===== src/rtl/gci_std_kmc_debounce_nch_if.sv =====
// Bundle of the debouncer's functional signals. The master side drives raw inputs,
// clear and IRQ acknowledge; the slave side (the debouncer) returns levels and strobes.
interface gci_std_kmc_debounce_nch_if #(
  parameter int unsigned N = 1
) ();
  logic         iCLEAR;
  logic [N-1:0] iDATA;
  logic         iIRQ_ACK;
  logic [N-1:0] oDATA;
  logic [N-1:0] oRISE;
  logic [N-1:0] oFALL;
  logic         oTICK;
  logic         oIRQ;

  modport master (
    output iCLEAR, iDATA, iIRQ_ACK,
    input  oDATA, oRISE, oFALL, oTICK, oIRQ
  );

  modport slave (
    input  iCLEAR, iDATA, iIRQ_ACK,
    output oDATA, oRISE, oFALL, oTICK, oIRQ
  );
endinterface


===== src/rtl/gci_std_kmc_debounce_nch.sv =====
// N-channel chattering canceller: 2-flop synchroniser, sample-tick prescaler, per-channel
// consecutive-difference counter and one-cycle rise/fall strobes.
// Optional sticky change interrupt enabled by defining GCI_STD_KMC_DEBOUNCE_IRQ_EN;
// without it oIRQ is tied low and iIRQ_ACK is ignored.
module gci_std_kmc_debounce_nch #(
  parameter int unsigned N           = 1,
  parameter int unsigned CLK_DIV     = 1250,
  parameter int unsigned STABLE_CNT  = 4,
  parameter logic        RESET_LEVEL = 1'b0
) (
  input logic                       iCLOCK,
  input logic                       inRESET,
  gci_std_kmc_debounce_nch_if.slave io_bus
);
  localparam int unsigned PW = (CLK_DIV > 1) ? $clog2(CLK_DIV) : 1;
  localparam int unsigned CW = $clog2(STABLE_CNT + 1);
  localparam logic [PW-1:0] PrescLast = PW'(CLK_DIV - 1);
  localparam logic [CW-1:0] CntLast   = CW'(STABLE_CNT - 1);

  logic [N-1:0]         r_sync1, r_sync2;
  logic [PW-1:0]        r_presc, w_presc_d;
  logic                 r_tick, w_tick_d;
  logic                 w_tick_now;
  logic [N-1:0]         r_data, w_data_d;
  logic [N-1:0]         r_rise, w_rise_d;
  logic [N-1:0]         r_fall, w_fall_d;
  logic [N-1:0][CW-1:0] r_cnt, w_cnt_d;

  assign w_tick_now = (r_presc == PrescLast);

  // Prescaler next state; a clear overrides a coincident tick.
  always_comb begin
    w_presc_d = r_presc + PW'(1);
    w_tick_d  = 1'b0;
    if (io_bus.iCLEAR) begin
      w_presc_d = '0;
    end else if (w_tick_now) begin
      w_presc_d = '0;
      w_tick_d  = 1'b1;
    end
  end

  // Per-channel acceptance: only a run of STABLE_CNT differing ticks changes the level.
  always_comb begin
    w_cnt_d  = r_cnt;
    w_data_d = r_data;
    w_rise_d = '0;
    w_fall_d = '0;
    if (io_bus.iCLEAR) begin
      w_cnt_d = '0;
    end else if (w_tick_now) begin
      for (int i = 0; i < N; i++) begin
        if (r_sync2[i] == r_data[i]) begin
          w_cnt_d[i] = '0;
        end else if (r_cnt[i] == CntLast) begin
          w_cnt_d[i]  = '0;
          w_data_d[i] = r_sync2[i];
          w_rise_d[i] = r_sync2[i];
          w_fall_d[i] = ~r_sync2[i];
        end else begin
          w_cnt_d[i] = r_cnt[i] + CW'(1);
        end
      end
    end
  end

  // State registers: synchroniser, prescaler, levels, strobes and counters.
  always_ff @(posedge iCLOCK or negedge inRESET) begin
    if (!inRESET) begin
      r_sync1 <= {N{RESET_LEVEL}};
      r_sync2 <= {N{RESET_LEVEL}};
      r_presc <= '0;
      r_tick  <= 1'b0;
      r_data  <= {N{RESET_LEVEL}};
      r_rise  <= '0;
      r_fall  <= '0;
      r_cnt   <= '0;
    end else begin
      r_sync1 <= io_bus.iDATA;
      r_sync2 <= r_sync1;
      r_presc <= w_presc_d;
      r_tick  <= w_tick_d;
      r_data  <= w_data_d;
      r_rise  <= w_rise_d;
      r_fall  <= w_fall_d;
      r_cnt   <= w_cnt_d;
    end
  end

  assign io_bus.oDATA = r_data;
  assign io_bus.oRISE = r_rise;
  assign io_bus.oFALL = r_fall;
  assign io_bus.oTICK = r_tick;

`ifdef GCI_STD_KMC_DEBOUNCE_IRQ_EN
  logic r_irq, w_irq_d;

  // Sticky flag: a strobe in the current cycle sets it and beats a coincident ack.
  always_comb begin
    w_irq_d = r_irq;
    if ((|r_rise) || (|r_fall)) begin
      w_irq_d = 1'b1;
    end else if (io_bus.iIRQ_ACK) begin
      w_irq_d = 1'b0;
    end
  end

  // IRQ flag register.
  always_ff @(posedge iCLOCK or negedge inRESET) begin
    if (!inRESET) begin
      r_irq <= 1'b0;
    end else begin
      r_irq <= w_irq_d;
    end
  end

  assign io_bus.oIRQ = r_irq;
`else
  logic w_unused_ack;
  assign w_unused_ack = io_bus.iIRQ_ACK;
  assign io_bus.oIRQ  = 1'b0;
`endif
endmodule


===== src/flat_wrapper.sv =====
// flat-port wrapper written by rule: the top's interface ports become plain ports
module gci_std_kmc_debounce_nch_flat 
#(
  parameter int unsigned N           = 1,
  parameter int unsigned CLK_DIV     = 1250,
  parameter int unsigned STABLE_CNT  = 4,
  parameter logic        RESET_LEVEL = 1'b0
)
  (iCLOCK, inRESET, io_bus_iCLEAR, io_bus_iDATA, io_bus_iIRQ_ACK, io_bus_oDATA, io_bus_oRISE, io_bus_oFALL, io_bus_oTICK, io_bus_oIRQ);
  gci_std_kmc_debounce_nch_if #(.N(N)) io_bus_i ();
  input logic iCLOCK;
  input logic inRESET;
  input wire logic [$bits(io_bus_i.iCLEAR)-1:0] io_bus_iCLEAR;
  input wire logic [$bits(io_bus_i.iDATA)-1:0] io_bus_iDATA;
  input wire logic [$bits(io_bus_i.iIRQ_ACK)-1:0] io_bus_iIRQ_ACK;
  output wire logic [$bits(io_bus_i.oDATA)-1:0] io_bus_oDATA;
  output wire logic [$bits(io_bus_i.oRISE)-1:0] io_bus_oRISE;
  output wire logic [$bits(io_bus_i.oFALL)-1:0] io_bus_oFALL;
  output wire logic [$bits(io_bus_i.oTICK)-1:0] io_bus_oTICK;
  output wire logic [$bits(io_bus_i.oIRQ)-1:0] io_bus_oIRQ;
  assign io_bus_i.iCLEAR = io_bus_iCLEAR;
  assign io_bus_i.iDATA = io_bus_iDATA;
  assign io_bus_i.iIRQ_ACK = io_bus_iIRQ_ACK;
  assign io_bus_oDATA = io_bus_i.oDATA;
  assign io_bus_oRISE = io_bus_i.oRISE;
  assign io_bus_oFALL = io_bus_i.oFALL;
  assign io_bus_oTICK = io_bus_i.oTICK;
  assign io_bus_oIRQ = io_bus_i.oIRQ;
  gci_std_kmc_debounce_nch #(.N(N), .CLK_DIV(CLK_DIV), .STABLE_CNT(STABLE_CNT), .RESET_LEVEL(RESET_LEVEL)) u_core (.iCLOCK(iCLOCK), .inRESET(inRESET), .io_bus(io_bus_i));
endmodule

===== config.mk =====
export PLATFORM = sky130hd
export DESIGN_NAME = gci_std_kmc_debounce_nch_flat
export DESIGN_NICKNAME = d
export VERILOG_FILES = /design/src/rtl/gci_std_kmc_debounce_nch_if.sv /design/src/rtl/gci_std_kmc_debounce_nch.sv /design/src/flat_wrapper.sv
export SDC_FILE = /design/constraint.sdc
export NUM_CORES = 1
export LEC_CHECK = 0
export ABC_CLOCK_PERIOD_IN_PS = 2009
export CELL_PAD_IN_SITES_DETAIL_PLACEMENT = 0
export CELL_PAD_IN_SITES_GLOBAL_PLACEMENT = 1
export CORE_AREA = 5 5 62 64
export CTS_CLUSTER_SIZE = 8
export DETAILED_ROUTE_END_ITERATION = 10
export DIE_AREA = 0 0 67 69
export PLACE_DENSITY_LB_ADDON = 0.15
export RECOVER_POWER = 50
export SYNTH_ARGS = -nofsm -noshare
export SYNTH_HDL_FRONTEND = slang
export SYNTH_SLANG_ARGS = --single-unit

===== constraint.sdc =====
create_clock -name iCLOCK -period 2.01 [get_ports iCLOCK]
set_input_delay 0.402 -clock iCLOCK [delete_from_list [all_inputs] [get_ports iCLOCK]]
set_output_delay 0.402 -clock iCLOCK [all_outputs]
set_load 0.01 [all_outputs]

# After elaboration in Yosys (flattened, before gate mapping)
# Cells that the tools add are included.
[word_totals]
register_bits = 20
in_bits = 5
out_inout_bits = 5
[classes]
addsub = 2
n_eq_ne = 3
mux = 16
bitwise_logic = 3
n_reduce_logical = 2
[op_table]
columns = ["op", "n"]
rows = [
  ["2-to-1 mux 11 bit", 2],
  ["2-to-1 mux 3 bit", 4],
  ["adder 11 x 1 -> 11 bit, second input constant", 1],
  ["equality test 11 bit, second input constant", 1],
  ["2-to-1 mux 1 bit", 10],
  ["AND reduction 4 bit", 1],
  ["adder 3 x 1 -> 3 bit, second input constant", 1],
  ["equality test 3 x 2 -> 1 bit, second input constant", 1],
  ["NOT 1 bit", 3],
  ["nonzero test 2 bit", 1],
  ["equality test 1 bit", 1],
]

# Longest topological paths before layout
[logic_depth]
ltp_word = 5
depth_mapped = 5

# Worst setup path after synthesis
# No wires, ideal clock.
[synth_path]
path_type = "flip-flop to flip-flop"
from = "register u_core.r_cnt[0] in the netlist's numbering"
to = "register u_core.r_data (netlist: u_core.io_bus.oDATA)"
setup_time_ns = 0.125
arrival_time_ns = 1.505
required_time_ns = 1.885
setup_slack_ns = 0.380
path_stages_with_launch = 5
n_path_buf = 0
synth_period_minus_slack_ns = 1.630
cell_sequence = "dfrtp_1 -> ha_1 -> or3b_2 -> nor4_2 -> mux2_2"
[synth_via]
elab_chain_len = 2
[synth_lines]
columns = ["element", "line", "rtl"]
rows = [
  ["from (decl)", "gci_std_kmc_debounce_nch.sv:27", "logic [N-1:0][CW-1:0] r_cnt, w_cnt_d;"],
  ["from (signal assigned)", "gci_std_kmc_debounce_nch.sv:86", "r_cnt <= w_cnt_d;"],
  ["equality test 3 x 2 -> 1 bit", "gci_std_kmc_debounce_nch.sv:55", "end else if (r_cnt[i] == CntLast) begin"],
  ["AND reduction 4 bit (no line)", "-", ""],
  ["to (signal assigned)", "gci_std_kmc_debounce_nch.sv:74", "r_data <= {N{RESET_LEVEL}};"],
  ["to (signal assigned)", "gci_std_kmc_debounce_nch.sv:83", "r_data <= w_data_d;"],
  ["to (decl)", "gci_std_kmc_debounce_nch.sv:24", "logic [N-1:0] r_data, w_data_d;"],
]
# No other way between the ends.
# A chain may end at the register's enable or synchronous reset.

# Worst setup path in the final report
# Same ends and word-level chain as after synthesis.

==> impl_metrics.csv <==
group,metric,value,unit
routing,final_antenna_net_count,0,
pwr,p_leak,0.475,nW
floorplan,die-area,4620,um^2
layout,areaGrowthSynthToFinish,21.5,%
routing,routed_wl,1720,um
worst_setup_path,path_max_fanout,3,
clock_tree,path_clk_slew,130,ps
worst_setup_path,endpoint,"u_core.io_bus.oDATA",
clock_tree,cts_resized,0,
timing,finalClockSkew,9.51,ps
layout,nets,106,
routing,drcViolationCount,0,
global_route,grt_usage,0.0894,
floorplan,core-area,3230,um^2
timing,fmax,574,MHz
worst_setup_path,crit_path_start,"u_core.r_cnt[0]",
worst_setup_path,cp.depth,4,
worst_setup_path,critical_path.top_delay_family,"simple AND/OR/NAND/NOR gates",
timing,finalCriticalPeriod,1740,ps
clock_tree,postCtsSetupRepairBufs,0,
placed_design,hpwl,1240,um
worst_setup_path,cpMaxStageDelayCell,"or3b_2",
routing,drtIter0Drc,55,
logic_synthesis,yosysUniqueCellTypes,27,
routing,firstDrtPassIters,4,
global_route,antenna_found_initial,0,
logic_synthesis,synth.top_cells.by_area,"dfrtp_1, ha_1, a21oi_1",
clock_tree,cts_sinks,20,
worst_setup_path,r2r_setup_slack,270,ps
timing,hold_viol,0,
worst_setup_path,crit_buf_inv,0,
clock_tree,htreeDepth,1,
worst_setup_path,required,2220,ps
layout,drive_gt1_frac,0.124,
logic_synthesis,syn_inst,84,
logic_synthesis,ys_seq_elements,20,
floorplan,die_h,69,um
worst_setup_path,arrival,1950,ps
pwr,peakVddDrop,0.000622,V
global_route,grt_first_pass_wirelength,3220,um
worst_setup_path,cp-end-kind,"flip-flop",
logic_synthesis,avgSynthCellArea,11.1,um^2
logic_synthesis,ys_warn_count,0,
placed_design,port_buffers,7,
timing,slew_viol_final,0,
clock_tree,cts_made_buffers,3,
clock_tree,cts_root_buffer,"clkbuf_4",
floorplan,ioPinCount,10,
clock_tree,cts_tree,"done",
global_route,grt_max_degree,21,
timing,rsz0062_at_grt,"no",
worst_setup_path,start_kind,"flip-flop",
placed_design,place_area,1070,um^2
flow_run,max_cap_violations,0,
floorplan,initial_utilization,0.288,
logic_synthesis,yosysSeqAreaShare,0.538,
timing,setup_violations,0,
floorplan,rows,21,
pwr,p_per_area,703,nW/um^2
status,status,"finished clean",
worst_hold_path,hold_class,"flip-flop to flip-flop",
global_route,grt_pass1_vias,644,
clock_tree,ctsLongestPathBuffers,2,
logic_synthesis,syn_area,931,um^2
clock_tree,clkLatencyLatePin,310,ps
routing,routed_via_density,4.62,
timing,min_period_over_period,0.867,
layout,diodes,0,
routing,wl_per_cell,12.0,um
floorplan,die_x,67,um
timing,relSlewSlack,0.272,
worst_setup_path,rr_endpoint,"u_core.io_bus.oDATA",
timing,worstMarginPinSlew,1090,ps
worst_setup_path,crit_type,"flip-flop to flip-flop",
global_route,globalRouteOverflowTotal,0,
worst_setup_path,reg2regPathDepth,4,
clock_tree,hold_buffers,0,
worst_setup_path,rr_startpoint,"u_core.r_cnt[0]",
worst_setup_path,critical_path.cell_chain,"ha_1 > or3b_2 > nor4_2 > mux2_2",
logic_synthesis,yosys.area.top_type,"dfrtp_1",
placed_design,gp_congestion,0.680,
layout,final_area,1130,um^2
layout,fill_cells,342,
logic_synthesis,yosysTopAreaCellShare,0.538,
worst_setup_path,critical_path.max_stage_delay,460,ps
logic_synthesis,syn-num-nets,92,
timing,finalSetupTns,0,ps
routing,dr_total_vias,660,
==> cells by family after synthesis <==
group                      synth area share
adders and majority gates            0.0403
and+or+nand+nor                       0.210
AOI/OAI and AO/OA                     0.120
muxes                                0.0228
DFF                                   0.538
other                               0.00403
xor gates and xnor gates             0.0376
buffers and inverters                0.0282
==> stage by stage <==
stage                     std cells  utilization  setup slack, ps  power (mW)  hold slack, ps
after floorplan                  84            -              380       0.444             106
after global placement          139        0.332             8.15       0.467             337
after detailed placement        139        0.332             5.59       0.468             339
after CTS                       143        0.348              127       0.813             369
after global routing            143        0.350              126       0.831             375
final                           143        0.350              266       0.796             365
==> cell usage in the layout (no fill, tap or decap), types with 2 or more instances in the layout <==
cell type	n
o21ai_0	4
o31ai_1	4
nor2_1	8
buf_4	2
dfrtp_1	20
or3_4	2
or3_1	3
or4_1	3
dlygate4sd3_1	2
nand4_1	2
nand3_1	4
ha_1	3
clkdlybuf4s50_1	5
a21oi_1	6
inv_1	5
and3b_1	2
nand2_1	3
clkbuf_4	3
xor2_1	2
xnor2_1	2
==> flip-flops by register name (all words and copies together), names as in the netlist <==
register / cells
u_core.io_bus.oRISE: 1
u_core.r_cnt: 3
u_core.r_sync2: 1
u_core.io_bus.oTICK: 1
u_core.io_bus.oFALL: 1
u_core.io_bus.oDATA: 1
u_core.r_sync1: 1
u_core.r_presc: 11
==> layer usage <==
| layer | part of all wire | wire length (um) | up-vias | track usage |
|---|---|---|---|---|
| met5 | 0 | 0 | - | 0 |
| met3 | 0.043 | 74 | 2 | 0.0341 |
| met4 | 0.0087 | 15 | 0 | 0.0270 |
| met1 | 0.49 | 844 | 314 | 0.121 |
| met2 | 0.46 | 781 | 16 | 0.131 |
| li1 | - | - | 328 | - |
==> worst min-delay path by stage <==
stage | slack, ps | cells past startpoint | endpoint | startpoint
2_1_floorplan | 110 | 0 | u_core.io_bus.oDATA | inRESET
3_3_place_gp | 340 | 0 | u_core.r_sync2 | u_core.r_sync1
3_5_place_dp | 340 | 0 | u_core.r_sync2 | u_core.r_sync1
4_1_cts | 370 | 0 | u_core.r_sync2 | u_core.r_sync1
5_1_grt | 380 | 0 | u_core.r_sync2 | u_core.r_sync1
6_report | 370 | 0 | u_core.r_sync2 | u_core.r_sync1
==> area by class of cell <==
cell class,instances,area [um^2],area share
clock inverter,1,30.0,0.0265
multi-input combinational,58,413,0.365
timing repair buffer,10,88.8,0.0785
sequential,20,500,0.442
clock buffer,3,22.5,0.0199
inverter,5,18.8,0.0166
tap,46,57.6,0.0509
==> power by group <==
| group | total [mW] | internal, mW | switching, mW | leakage [nW] |
|---|---|---|---|---|
| sequential | 0.417 | 0.409 | 0.00787 | 0.272 |
| combinational | 0.0423 | 0.0161 | 0.0262 | 0.175 |
| clock | 0.336 | 0.202 | 0.135 | 0.0279 |
==> worst register-to-register path, stage by stage (launching register included) <==
cell and delay (ps):
dfrtp_1 400, ha_1 210, or3b_2 460, nor4_2 210, mux2_2 370
==> synth_stat cells <==
cell type and number:
o21ai_0 4, mux2i_1 1, o31ai_2 1, dfrtp_1 20
nand3b_1 1, buf_4 1, nand2_1 3, or3_1 3
o31ai_1 4, xnor2_1 2, ha_1 3, or3b_2 1
and3b_1 2, mux2_2 1, nand3_1 4, or3_4 2
nor4_2 1, conb_1 1, a21oi_1 6, nand4bb_1 1
or4_1 3, xor2_1 2, o211a_1 1, nor2_1 8
o311ai_0 1, nand4_1 2, inv_1 5
(Power assumes the default switching activity.)
==> RTL edit, RTL diff (same settings) <==
`CLK_DIV` is set to 1250 in 2 places; all go to 625.
--- a/src/rtl/gci_std_kmc_debounce_nch.sv
+++ b/src/rtl/gci_std_kmc_debounce_nch.sv
@@ -4,7 +4,7 @@
 // without it oIRQ is tied low and iIRQ_ACK is ignored.
 module gci_std_kmc_debounce_nch #(
   parameter int unsigned N           = 1,
-  parameter int unsigned CLK_DIV     = 1250,
+  parameter int unsigned CLK_DIV     = 625,
   parameter int unsigned STABLE_CNT  = 4,
   parameter logic        RESET_LEVEL = 1'b0
 ) (
--- a/src/flat_wrapper.sv
+++ b/src/flat_wrapper.sv
@@ -2,7 +2,7 @@
 module gci_std_kmc_debounce_nch_flat 
 #(
   parameter int unsigned N           = 1,
-  parameter int unsigned CLK_DIV     = 1250,
+  parameter int unsigned CLK_DIV     = 625,
   parameter int unsigned STABLE_CNT  = 4,
   parameter logic        RESET_LEVEL = 1'b0
 )
Behaviour: same outputs for any inputs over 10 cycles, from zero or initial values and one cycle with inRESET low; that may be too few to reach the edited logic, so the function may still have changed.
==> RTL edit against the unedited design <==
  * Maximum frequency shrank 11%
  * Critical endpoint unchanged
  * Wire length up 4.8%
  * Setup slack worse by 0.22 ns
  * Cell count up 1.4%
  * Total power fell by 15%
  * Synthesized area is 2.7% lower
  * Design area down 2.3%
  * Sequential power down 2%
  * Critical path depth grew 2
  * Hold slack lost 0.0010 ns
  * Sequential cell count fell by 1
==> RTL edit: results <==
{
  "run_status": "finished, final reports clean",
  "drt_iter0_drc": 16,
  "final_nets": 108,
  "groute.layer.met1.usage_pct": 13.5,
  "pre_cts_slack_ns": 0.0401,
  "cell_internal_pwr_uw": 501,
  "placement.cell_area_um2": 1080,
  "power.share.sequential_pct": 60.4,
  "grt_start_max_net_pins": 20,
  "r2r_start": "u_core.r_presc[1]$_DFF_PN0_",
  "critical_path.max_fanout": 4,
  "gp_congestion": 0.671,
  "timing_worst_slew_pin_value_ns": 1.07,
  "dp.final_hpwl_mm": 1.31,
  "use_met3_pct": 2.11,
  "detail_route.wl_per_cell_um": 12.4,
  "synth.cells.most_frequent": "dfrtp_1, nand3_1, nor3_1",
  "netSwitchingPower_uw": 174,
  "dp.cells": 141,
  "vdd.ir_drop.worst_v": 0.000277,
  "cts_resized": 0,
  "max_stage_delay_ns": 0.54,
  "final_layout_size_suffix_gt1_share_pct": 16.2,
  "num-fill-cells": 339,
  "fin_skew_ns": 0.00520,
  "route.detailed.vias_per_inst": 4.54,
  "power.static_leakage_uw": 0.000471,
  "timing.hold.ws_ns": 0.364,
  "data_arrival_at_the_endpoint_of_the_critical_path_ns": 2.16,
  "synth_top_cells_by_area": "dfrtp_1, ha_1, nand3_1, nor3_1, nor3b_1",
  "post_synthesis_sequential_area_ratio_pct": 52.5,
  "vias_in_the_first_global_route": 678,
  "largest_registers": "u_core.r_presc (10), u_core.r_cnt (3)",
  "groute.layer.met2.usage_pct": 13.3
}
## RTL edit: area by class of cell
class                   count  share of cell area [%]
inverters                   2                   0.680
multi-input cells          59                    37.1
clock inverters             1                   0.453
well taps                  46                    5.21
flip-flops and latches     19                    43.0
repair buffers             15                    11.4
clock buffers               3                    2.04
## RTL edit: logic make-up after synthesis
logic type | share of synthesized area, %
other cells | 0.414
mux | 2.76
buf+inv | 2.49
fa+ha+maj | 4.14
compound gates | 7.32
xor+xnor | 3.87
simple gates | 26.5
flops | 52.5
## RTL edit: per-stage QoR
step           util [%]  TNS, ns
2_1_floorplan         -        0
3_3_place_gp       33.4        0
3_5_place_dp       33.4        0
4_1_cts            34.2        0
5_1_grt            34.2  -0.0736
6_report           34.2        0
## RTL edit: layer usage
metal / share of wire [%] / vias up / wire length [um]
met5: 0 / - / 0
met4: 0.72 / 0 / 13
met3: 2.5 / 2 / 45
met2: 46 / 7 / 818
met1: 51 / 319 / 919
li1: - / 331 / -
